==> config.mk <==
export PLATFORM = sky130hd
export DESIGN_NAME = data_mem_ctrl
export DESIGN_NICKNAME = d
export VERILOG_FILES = /design/src/rtl/data_mem_ctrl.sv
export SDC_FILE = /design/constraint.sdc
export NUM_CORES = 1
export LEC_CHECK = 0
export CORE_ASPECT_RATIO = 0.75
export CORE_MARGIN = 1
export CORE_UTILIZATION = 42
export DETAILED_ROUTE_END_ITERATION = 8
export PLACE_DENSITY = 0.81
export SKIP_CTS_REPAIR_TIMING = 1
export SLEW_MARGIN = 30
export SYNTH_ARGS = -nofsm -noshare
export SYNTH_HDL_FRONTEND = slang
export SYNTH_SLANG_ARGS = --single-unit
export TNS_END_PERCENT = 30
==> constraint.sdc <==
create_clock -name clk -period 1.8 [get_ports clk]
set_input_delay 0.27 -clock clk [delete_from_list [all_inputs] [get_ports clk]]
set_output_delay 0.27 -clock clk [all_outputs]
set_load 0.03 [all_outputs]
==> src/rtl/data_mem_ctrl.sv <==
// Load/store sequencer between the EXE/MEM boundary and an SRAM-like data bus.
// One op in flight; builds strobes/replicated store data and holds the extended load result for MEM.
module data_mem_ctrl #(
    parameter int ALIGN_CHECK = 1
) (
    input  logic        clk,
    input  logic        reset,
    input  logic        req_valid,
    output logic        req_ready,
    input  logic        req_wr,
    input  logic [1:0]  req_size,
    input  logic        req_unsigned,
    input  logic [31:0] req_addr,
    input  logic [31:0] req_wdata,
    output logic        resp_valid,
    input  logic        resp_ready,
    output logic [31:0] resp_rdata,
    output logic        resp_ale,
    input  logic        cancel,
    output logic        data_sram_req,
    output logic        data_sram_wr,
    output logic [1:0]  data_sram_size,
    output logic [3:0]  data_sram_wstrb,
    output logic [31:0] data_sram_addr,
    output logic [31:0] data_sram_wdata,
    input  logic        data_sram_addr_ok,
    input  logic        data_sram_data_ok,
    input  logic [31:0] data_sram_rdata
);

    typedef enum logic [2:0] {
        S_IDLE,
        S_REQ,
        S_WAIT,
        S_DONE,
        S_DRAIN
    } state_e;

    state_e      state_q, state_d;
    logic        wr_q, wr_d;
    logic [1:0]  size_q, size_d;
    logic        unsigned_q, unsigned_d;
    logic [31:0] addr_q, addr_d;
    logic [31:0] wdata_q, wdata_d;
    logic [3:0]  wstrb_q, wstrb_d;
    logic [31:0] rdata_q, rdata_d;
    logic        ale_q, ale_d;
    logic        req_q, req_d;
    logic        resp_valid_q, resp_valid_d;

    logic [1:0]  req_size_norm;
    logic        req_misaligned;
    logic [3:0]  store_wstrb;
    logic [31:0] store_wdata;
    logic [7:0]  load_byte;
    logic [15:0] load_half;
    logic [31:0] load_ext;
    logic        accept;

    assign req_ready = ((state_q == S_IDLE) || ((state_q == S_DONE) && resp_ready)) && !cancel;
    assign accept    = req_valid && req_ready;

    // Size 3 behaves as a word everywhere, including on the bus size field.
    always_comb begin
        req_size_norm  = (req_size == 2'd3) ? 2'd2 : req_size;
        req_misaligned = 1'b0;
        if (ALIGN_CHECK != 0) begin
            case (req_size_norm)
                2'd1:    req_misaligned = req_addr[0];
                2'd2:    req_misaligned = (req_addr[1:0] != 2'b00);
                default: req_misaligned = 1'b0;
            endcase
        end
        case (req_size_norm)
            2'd0: begin
                store_wstrb = 4'b0001 << req_addr[1:0];
                store_wdata = {4{req_wdata[7:0]}};
            end
            2'd1: begin
                store_wstrb = 4'b0011 << {req_addr[1], 1'b0};
                store_wdata = {2{req_wdata[15:0]}};
            end
            default: begin
                store_wstrb = 4'b1111;
                store_wdata = req_wdata;
            end
        endcase
        if (!req_wr) begin
            store_wstrb = 4'b0000;
        end
    end

    always_comb begin
        case (addr_q[1:0])
            2'd0:    load_byte = data_sram_rdata[7:0];
            2'd1:    load_byte = data_sram_rdata[15:8];
            2'd2:    load_byte = data_sram_rdata[23:16];
            default: load_byte = data_sram_rdata[31:24];
        endcase
        load_half = addr_q[1] ? data_sram_rdata[31:16] : data_sram_rdata[15:0];
        case (size_q)
            2'd0:    load_ext = {{24{~unsigned_q & load_byte[7]}}, load_byte};
            2'd1:    load_ext = {{16{~unsigned_q & load_half[15]}}, load_half};
            default: load_ext = data_sram_rdata;
        endcase
    end

    // cancel outranks every bus event; an accepted op overrides the state decision below.
    always_comb begin
        state_d    = state_q;
        wr_d       = wr_q;
        size_d     = size_q;
        unsigned_d = unsigned_q;
        addr_d     = addr_q;
        wdata_d    = wdata_q;
        wstrb_d    = wstrb_q;
        rdata_d    = rdata_q;
        ale_d      = ale_q;
        case (state_q)
            S_IDLE: ;
            S_REQ: begin
                if (cancel) begin
                    state_d = data_sram_addr_ok ? S_DRAIN : S_IDLE;
                end else if (data_sram_addr_ok) begin
                    state_d = S_WAIT;
                end
            end
            S_WAIT: begin
                if (data_sram_data_ok) begin
                    if (cancel) begin
                        state_d = S_IDLE;
                    end else begin
                        state_d = S_DONE;
                        rdata_d = wr_q ? 32'h0 : load_ext;
                    end
                end else if (cancel) begin
                    state_d = S_DRAIN;
                end
            end
            S_DONE: begin
                if (cancel || resp_ready) begin
                    state_d = S_IDLE;
                end
            end
            S_DRAIN: begin
                if (data_sram_data_ok) begin
                    state_d = S_IDLE;
                end
            end
            default: state_d = S_IDLE;
        endcase
        if (accept) begin
            wr_d       = req_wr;
            size_d     = req_size_norm;
            unsigned_d = req_unsigned;
            addr_d     = req_addr;
            wdata_d    = store_wdata;
            wstrb_d    = store_wstrb;
            rdata_d    = 32'h0;
            ale_d      = req_misaligned;
            state_d    = req_misaligned ? S_DONE : S_REQ;
        end
        req_d        = (state_d == S_REQ);
        resp_valid_d = (state_d == S_DONE);
    end

    always_ff @(posedge clk) begin
        if (reset) begin
            state_q      <= S_IDLE;
            wr_q         <= 1'b0;
            size_q       <= 2'd0;
            unsigned_q   <= 1'b0;
            addr_q       <= 32'h0;
            wdata_q      <= 32'h0;
            wstrb_q      <= 4'h0;
            rdata_q      <= 32'h0;
            ale_q        <= 1'b0;
            req_q        <= 1'b0;
            resp_valid_q <= 1'b0;
        end else begin
            state_q      <= state_d;
            wr_q         <= wr_d;
            size_q       <= size_d;
            unsigned_q   <= unsigned_d;
            addr_q       <= addr_d;
            wdata_q      <= wdata_d;
            wstrb_q      <= wstrb_d;
            rdata_q      <= rdata_d;
            ale_q        <= ale_d;
            req_q        <= req_d;
            resp_valid_q <= resp_valid_d;
        end
    end

    assign data_sram_req   = req_q;
    assign data_sram_wr    = wr_q;
    assign data_sram_size  = size_q;
    assign data_sram_wstrb = wstrb_q;
    assign data_sram_addr  = addr_q;
    assign data_sram_wdata = wdata_q;
    assign resp_valid      = resp_valid_q;
    assign resp_rdata      = rdata_q;
    assign resp_ale        = ale_q;

endmodule

==> results of run 1 <==
[per-layer routing]
layer	wire length, um	global-route usage
met5	0	0
met4	344	0.08232
met3	1325	0.06948
met2	6937	0.4143
met1	6965	0.3499
[cell families (layout without fill, tap and decap cells)]
group	after synthesis	in the layout	share of synthesized area
AO/OA/AOI/OAI	165	165	0.2416
buffers and inverters	52	273	0.05370
flip-flops	110	110	0.4633
multiplexers	27	27	0.06002
AND/OR/NAND/NOR	192	192	0.1814
[flip-flops by register name, indices dropped and copies added, names as in the netlist]
name and count:
data_sram_wr 1, data_sram_wdata 32, resp_ale 1, unsigned_q 1
state_q 3, data_sram_size 2, resp_rdata 32, data_sram_req 1
resp_valid 1, data_sram_wstrb 4, data_sram_addr 32
[worst register-to-register path, stage by stage, from the launching register on]
cell and delay [ps]:
sky130_fd_sc_hd__dfxtp_1 560, sky130_fd_sc_hd__inv_1 380, sky130_fd_sc_hd__a311o_1 370, sky130_fd_sc_hd__o2111ai_1 170, sky130_fd_sc_hd__o2bb2ai_1 130
[power breakdown]
| part | total, mW | internal (mW) | switching, mW |
|---|---|---|---|
| Combinational | 1.29 | 0.618 | 0.675 |
| Sequential | 2.61 | 2.54 | 0.0673 |
| Clock | 2.12 | 1.26 | 0.863 |
| Total | 6.02 | 4.42 | 1.61 |
[cells in the final DEF, fill, tap and decap left out, drive strengths merged, types with 3 or more instances in the layout]
cell type      Yosys  layout
clkdlybuf4s50      0     207
mux2               9       9
inv                5       6
and3               8       8
nor2              27      27
o31a               6       6
mux2i             18      18
nand2            131     131
clkbuf            28      11
o211ai             7       7
nor2b              5       5
buf               19      41
dlymetal6s2s       0       4
o21ai             26      26
a311oi             8       8
dfxtp            110     110
a221o             16      16
o2bb2ai           17      17
a311o              6       6
a22o               3       3
a21oi             55      55
a211oi             8       8
[how the worst max path moves through the flow]
stage / to / slack (ps) / depth (start not counted)
floorplan: resp_rdata[27] / 30 / 6
global placement: resp_rdata[22] / -180 / 6
detailed placement: resp_rdata[27] / -250 / 6
CTS: data_sram_size[1] / -130 / 1
global route: resp_rdata[5] / -8 / 4
finish: req_ready / 80 / 6
[area by class of cell]
| type | count | area (um^2) | share of cell area |
|---|---|---|---|
| clock inverters | 5 | 81.33 | 0.01078 |
| well taps | 140 | 175.2 | 0.02323 |
| clock buffers | 11 | 242.7 | 0.03219 |
| multi-input cells | 384 | 2316 | 0.3071 |
| flip-flops and latches | 110 | 2205 | 0.2924 |
| inverters | 5 | 18.77 | 0.002489 |
| repair buffers | 252 | 2502 | 0.3318 |
==> reports/qor.json, run 1 <==
{
  "floorplanning": {
    "rows": 33,
    "die-width_um": 124.8,
    "dieHeight_um": 94.13,
    "io_pins": 214,
    "floorplan.initialDensity": 0.4328,
    "core_area_um2": 10980,
    "die_area_um2": 11750
  },
  "grt": {
    "via_count_of_the_first_global_routing_pass": 4723,
    "grt.overflow.total": 0,
    "grt_antenna_before_repair": 0,
    "grt_start_max_net_pins": 67,
    "gr-usage-all-layers": 0.2623,
    "wire_length_of_the_first_global_routing_pass_mm": 24.45
  },
  "layout": {
    "final_core_utilization": 0.6866,
    "filler_free_cell_count_of_the_finished_design": 907,
    "insertedDiodeCount": 0,
    "number_of_fillers_in_the_final_layout": 872,
    "final_layout_size_suffix_gt1_frac": 0.1004,
    "finalNetCount": 869,
    "post_route_standard_cell_area_excluding_fillers_um2": 7541,
    "synthToLayoutAreaGrowth_pct": 58.65
  },
  "pwr": {
    "power_density_nw_per_um2": 798.9,
    "cellLeakagePower_nw": 2.799,
    "irDropWorstVdd_mv": 0.5491,
    "report.power.total_mw": 6.024
  },
  "timing": {
    "postLayoutSetupSlackWorst_ps": 79.26,
    "setup_viol": 0,
    "report.final.slew_viol_count": 0,
    "grt_setup_unrepaired": "yes",
    "timing_hold_violations_final": 0,
    "final.min_clock_period_ps": 1721,
    "worstMarginPinSlew_ps": 551.0,
    "timing.slew.headroom": 0.6322,
    "max_freq_mhz": 581.1,
    "worst_clock_skew_ps": 7.379,
    "fin_worst_hold_slack_ps": 451.5,
    "layout_worst_path_cycle_share": 0.9560,
    "finalSetupTns_ps": 0
  },
  "clock_tree": {
    "clock_h_tree_levels": 3,
    "cts_num_sinks": 110,
    "clock_root_buffer": "sky130_fd_sc_hd__clkbuf_16",
    "clk_pin_slew_worst_paths_ps": 70,
    "cts_tree": "built",
    "clockBufferDepth": 2,
    "tritoncts.num_buffers": 9,
    "worst_skew_pair.late_latency_ps": 340
  },
  "setup_path": {
    "timing.critical_path.slowest_cell_delay_ps": 430,
    "critPathLaunchType": "input port",
    "crit_top_cell": "sky130_fd_sc_hd__buf_4",
    "worst-r2r-cell-count": 4,
    "critPathRequiredTime_ps": 1530,
    "timing.critical_path.buf_inv": 4,
    "crit_fanout": 4,
    "r2r_end": "resp_rdata[5]",
    "startpoint": "cancel",
    "ff2ff_setup_slack_ps": 80,
    "critical_path_cell_sequence": "clkdlybuf4s50_1, buf_4, nor2_1, buf_4, o21a_1, buf_4",
    "crit_path_top_delay_cell": "sky130_fd_sc_hd__clkdlybuf4s50_1",
    "sort_of_element_at_the_end_of_the_critical_path": "primary output",
    "critical_path_class": "input port to primary output",
    "regToRegStartpoint": "data_sram_size[1]",
    "cp_data_arrival_time_ps": 1450,
    "path_delay_family": "buffers and inverters"
  },
  "route": {
    "initialDrtViolationCount": 298,
    "post-route-drc-count": 12,
    "wl_per_cell_um": 17.17,
    "routed-via-count": 4950,
    "pre_repair_dr_iteration_count": 7,
    "antenna_violating_nets_post_route": 0,
    "totalWireLength_mm": 15.57,
    "detail_route.vias_per_cell": 5.458
  },
  "worst_hold_path": {
    "holdPathStages": 4,
    "hold-path-endpoint": "resp_rdata[13]",
    "min_from": "reset",
    "min_path_type": "input port to register"
  },
  "placed_design": {
    "place_hpwl_mm": 11.78,
    "numPortBuffers": 213,
    "worst_slack_at_placement_ps": -249.6,
    "dpl.cell_count": 891,
    "finalWeightedCongestion": 0.9540,
    "place_area_um2": 7202
  },
  "logic_synthesis": {
    "post_synthesis_sequential_element_count": 110,
    "yosys.cell_count.top_type": "sky130_fd_sc_hd__nand2_1",
    "yosys-top-cells-area": "sky130_fd_sc_hd__dfxtp_1, sky130_fd_sc_hd__nand2_1, sky130_fd_sc_hd__a21oi_1",
    "yosysWarningCount": 0,
    "number_of_enable_type_register_cells_in_the_synthesized_netlist": 0,
    "synth_area_leader_cell": "sky130_fd_sc_hd__dfxtp_1",
    "synth_area_um2": 4753,
    "synth.cells.most_frequent": "sky130_fd_sc_hd__nand2_1, sky130_fd_sc_hd__dfxtp_1, sky130_fd_sc_hd__a21oi_1, sky130_fd_sc_hd__clkbuf_1, sky130_fd_sc_hd__nor2_1",
    "netlist.area_leader.share": 0.4633,
    "syn-instance-count": 546,
    "synth_async_sr_flop_share": 0,
    "synth_sequential_area_ratio": 0.4633,
    "synthDistinctLibCells": 55,
    "synth_nets": 653,
    "synth_flop_cell": "sky130_fd_sc_hd__dfxtp_1",
    "syn_area_per_cell_um2": 8.706
  },
  "flow_run": {
    "cap_violations": 0
  },
  "outcome": {
    "run_status": "finished, violations left",
    "failing_checks": "design-rule violations"
  }
}
(Power assumes the default switching activity.)
==> run 2, diff against run 1 <==
Settings changed: CELL_PAD_IN_SITES_DETAIL_PLACEMENT set to 0, CELL_PAD_IN_SITES_GLOBAL_PLACEMENT set to 1, CORE_UTILIZATION 42 to 30, PLACE_DENSITY 0.81 to not set, PLACE_DENSITY_LB_ADDON set to 0.1.
==> run 2 against run 1 <==
Net effect:
- sequential cell count is the same
- sequential share of layout area fell by 0.28 points
- combinational power is essentially flat
- non-clock buffer count grew 6
- count of clock-buffer cells in the layout is 1 lower
- core utilization fell by 19 points
- register-to-register slack hardly changed
- highest routed layer unchanged
- critical path type unchanged
- clock power shrank 4%
- the flow now finishes without violations
==> reports/qor.json, run 2 (synthesis results as in run 1) <==
{
  "route": {
    "pre_repair_dr_iteration_count": 5,
    "initialDrtViolationCount": 283,
    "totalWireLength_mm": 16.11,
    "routed-via-count": 4779,
    "detail_route.vias_per_cell": 4.887,
    "antenna_violating_nets_post_route": 0,
    "wl_per_cell_um": 16.47,
    "post-route-drc-count": 0
  },
  "placed_design": {
    "dpl.cell_count": 962,
    "finalWeightedCongestion": 0.8352,
    "place_hpwl_mm": 12.15,
    "numPortBuffers": 213
  },
  "floorplanning": {
    "die_area_um2": 16360,
    "core_area_um2": 15370,
    "rows": 39,
    "die-width_um": 147.3,
    "floorplan.initialDensity": 0.3092,
    "io_pins": 214,
    "dieHeight_um": 111.0
  },
  "setup_path": {
    "critPathRequiredTime_ps": 1530,
    "sort_of_element_at_the_end_of_the_critical_path": "primary output",
    "cp_data_arrival_time_ps": 1500,
    "critPathLaunchType": "input port",
    "critical_path_class": "input port to primary output",
    "crit_fanout": 4
  },
  "timing": {
    "final.min_clock_period_ps": 1769,
    "fin_worst_hold_slack_ps": 423.3,
    "report.final.slew_viol_count": 0,
    "layout_worst_path_cycle_share": 0.9828,
    "timing_hold_violations_final": 0,
    "setup_viol": 0,
    "timing.slew.headroom": 0.6163,
    "grt_setup_unrepaired": "no",
    "max_freq_mhz": 565.3,
    "worst_clock_skew_ps": 9.712,
    "worstMarginPinSlew_ps": 575.6
  },
  "grt": {
    "met1_track_demand_over_resource": 0.2804,
    "gr-usage-all-layers": 0.1982,
    "grt_start_max_net_pins": 53,
    "wire_length_of_the_first_global_routing_pass_mm": 25.37,
    "busiest_layer": "met2",
    "groute.layer.met3.usage": 0.06749,
    "grtUsageMet2": 0.2840,
    "via_count_of_the_first_global_routing_pass": 4641,
    "grt_antenna_before_repair": 0,
    "grt.overflow.total": 0
  },
  "pwr": {
    "power.sequential.fraction": 0.439,
    "internal_power_mw": 4.250,
    "cellLeakagePower_nw": 2.796,
    "combPwrFrac": 0.217,
    "report.power.total_mw": 5.934,
    "power.switching_mw": 1.684,
    "power_density_nw_per_um2": 779.3,
    "power.clock.fraction": 0.343,
    "power.switching_fraction": 0.2838,
    "irDropWorstVdd_mv": 0.4329
  },
  "layout": {
    "insertedDiodeCount": 0,
    "synthToLayoutAreaGrowth_pct": 60.20,
    "filler_free_cell_count_of_the_finished_design": 978,
    "final_layout_size_suffix_gt1_frac": 0.1061,
    "final_cell_mix": "sky130_fd_sc_hd__clkdlybuf4s50_1, sky130_fd_sc_hd__nand2_1, sky130_fd_sc_hd__dfxtp_1, sky130_fd_sc_hd__a21oi_1, sky130_fd_sc_hd__buf_4",
    "layout_commonest_cell": "sky130_fd_sc_hd__clkdlybuf4s50_1",
    "finalNetCount": 875
  },
  "clock_tree": {
    "tritoncts.num_buffers": 9,
    "clk_pin_slew_worst_paths_ps": 70,
    "worst_skew_pair.late_latency_ps": 360,
    "clock_h_tree_levels": 3,
    "clock_root_buffer": "sky130_fd_sc_hd__clkbuf_16",
    "cts_num_sinks": 110,
    "cts_tree": "built",
    "clockBufferDepth": 2
  },
  "worst_hold_path": {
    "min_path_type": "input port to register"
  },
  "outcome": {
    "run_status": "complete, no violations"
  },
  "flow_run": {
    "cap_violations": 0
  }
}
==> run 2: changes by cell type in the layout (fill, tap and decap cells not counted), sizes merged <==
cell / change
buf: +6
clkinvlp: +2
bufinv: -1
clkbuf: -1
==> run 2: critical path: stages <==
cell	delay, ps
sky130_fd_sc_hd__clkdlybuf4s50_1	420
sky130_fd_sc_hd__buf_4	150
sky130_fd_sc_hd__nor2_1	170
sky130_fd_sc_hd__buf_4	170
sky130_fd_sc_hd__o21a_1	140
sky130_fd_sc_hd__buf_4	160
==> run 2: power groups by stage <==
stage	logic, mW	clock network, mW	registers, mW
3_5_place_dp	1.29	0	2.66
5_1_grt	1.38	2.21	2.62
2_1_floorplan	0.443	0	2.85
6_report	1.29	2.04	2.61
3_3_place_gp	1.28	0	2.66
4_1_cts	1.29	2.11	2.61
==> run 2: area by class of cell <==
| class | instances | area [um^2] |
|---|---|---|
| Inverter | 5 | 18.77 |
| Timing Repair Buffer | 258 | 2522 |
| Fill cell | 1478 | 7756 |
| Sequential cell | 110 | 2205 |
| Multi-Input combinational cell | 384 | 2313 |
| Clock buffer | 10 | 229.0 |
| Tap cell | 205 | 256.5 |
| Clock inverter | 6 | 70.07 |
==> run 2: worst paths after layout <==
| check | start | end | slack, ps | cells after the start |
|---|---|---|---|---|
| hold / removal | reset | state_q[1] | 420 | 3 |
| setup reg to reg | data_sram_addr[1] | resp_rdata[29] | 80 | 5 |
| hold reg to reg | data_sram_addr[30] | data_sram_addr[30] | 460 | 2 |
| setup / recovery | cancel | req_ready | 30 | 6 |
==> run 2: layer usage <==
layer / part of all wire / up-vias
li1: - / 2388
met2: 0.42 / 160
met3: 0.082 / 13
met5: 0 / -
met4: 0.012 / 0
met1: 0.49 / 2218
==> run 2: per-stage QoR <==
stage | cell area [um^2] | util | setup TNS (ps) | setup slack, ps
2_1_floorplan | 4755 | - | 0 | 33.77
6_report | 7615 | 0.4954 | 0 | 30.94
3_3_place_gp | 7303 | 0.4751 | -12410 | -239.1
4_1_cts | 7602 | 0.4946 | -661.5 | -180.2
3_5_place_dp | 7303 | 0.4751 | -17210 | -301.3
5_1_grt | 7615 | 0.4954 | 0 | 10.48
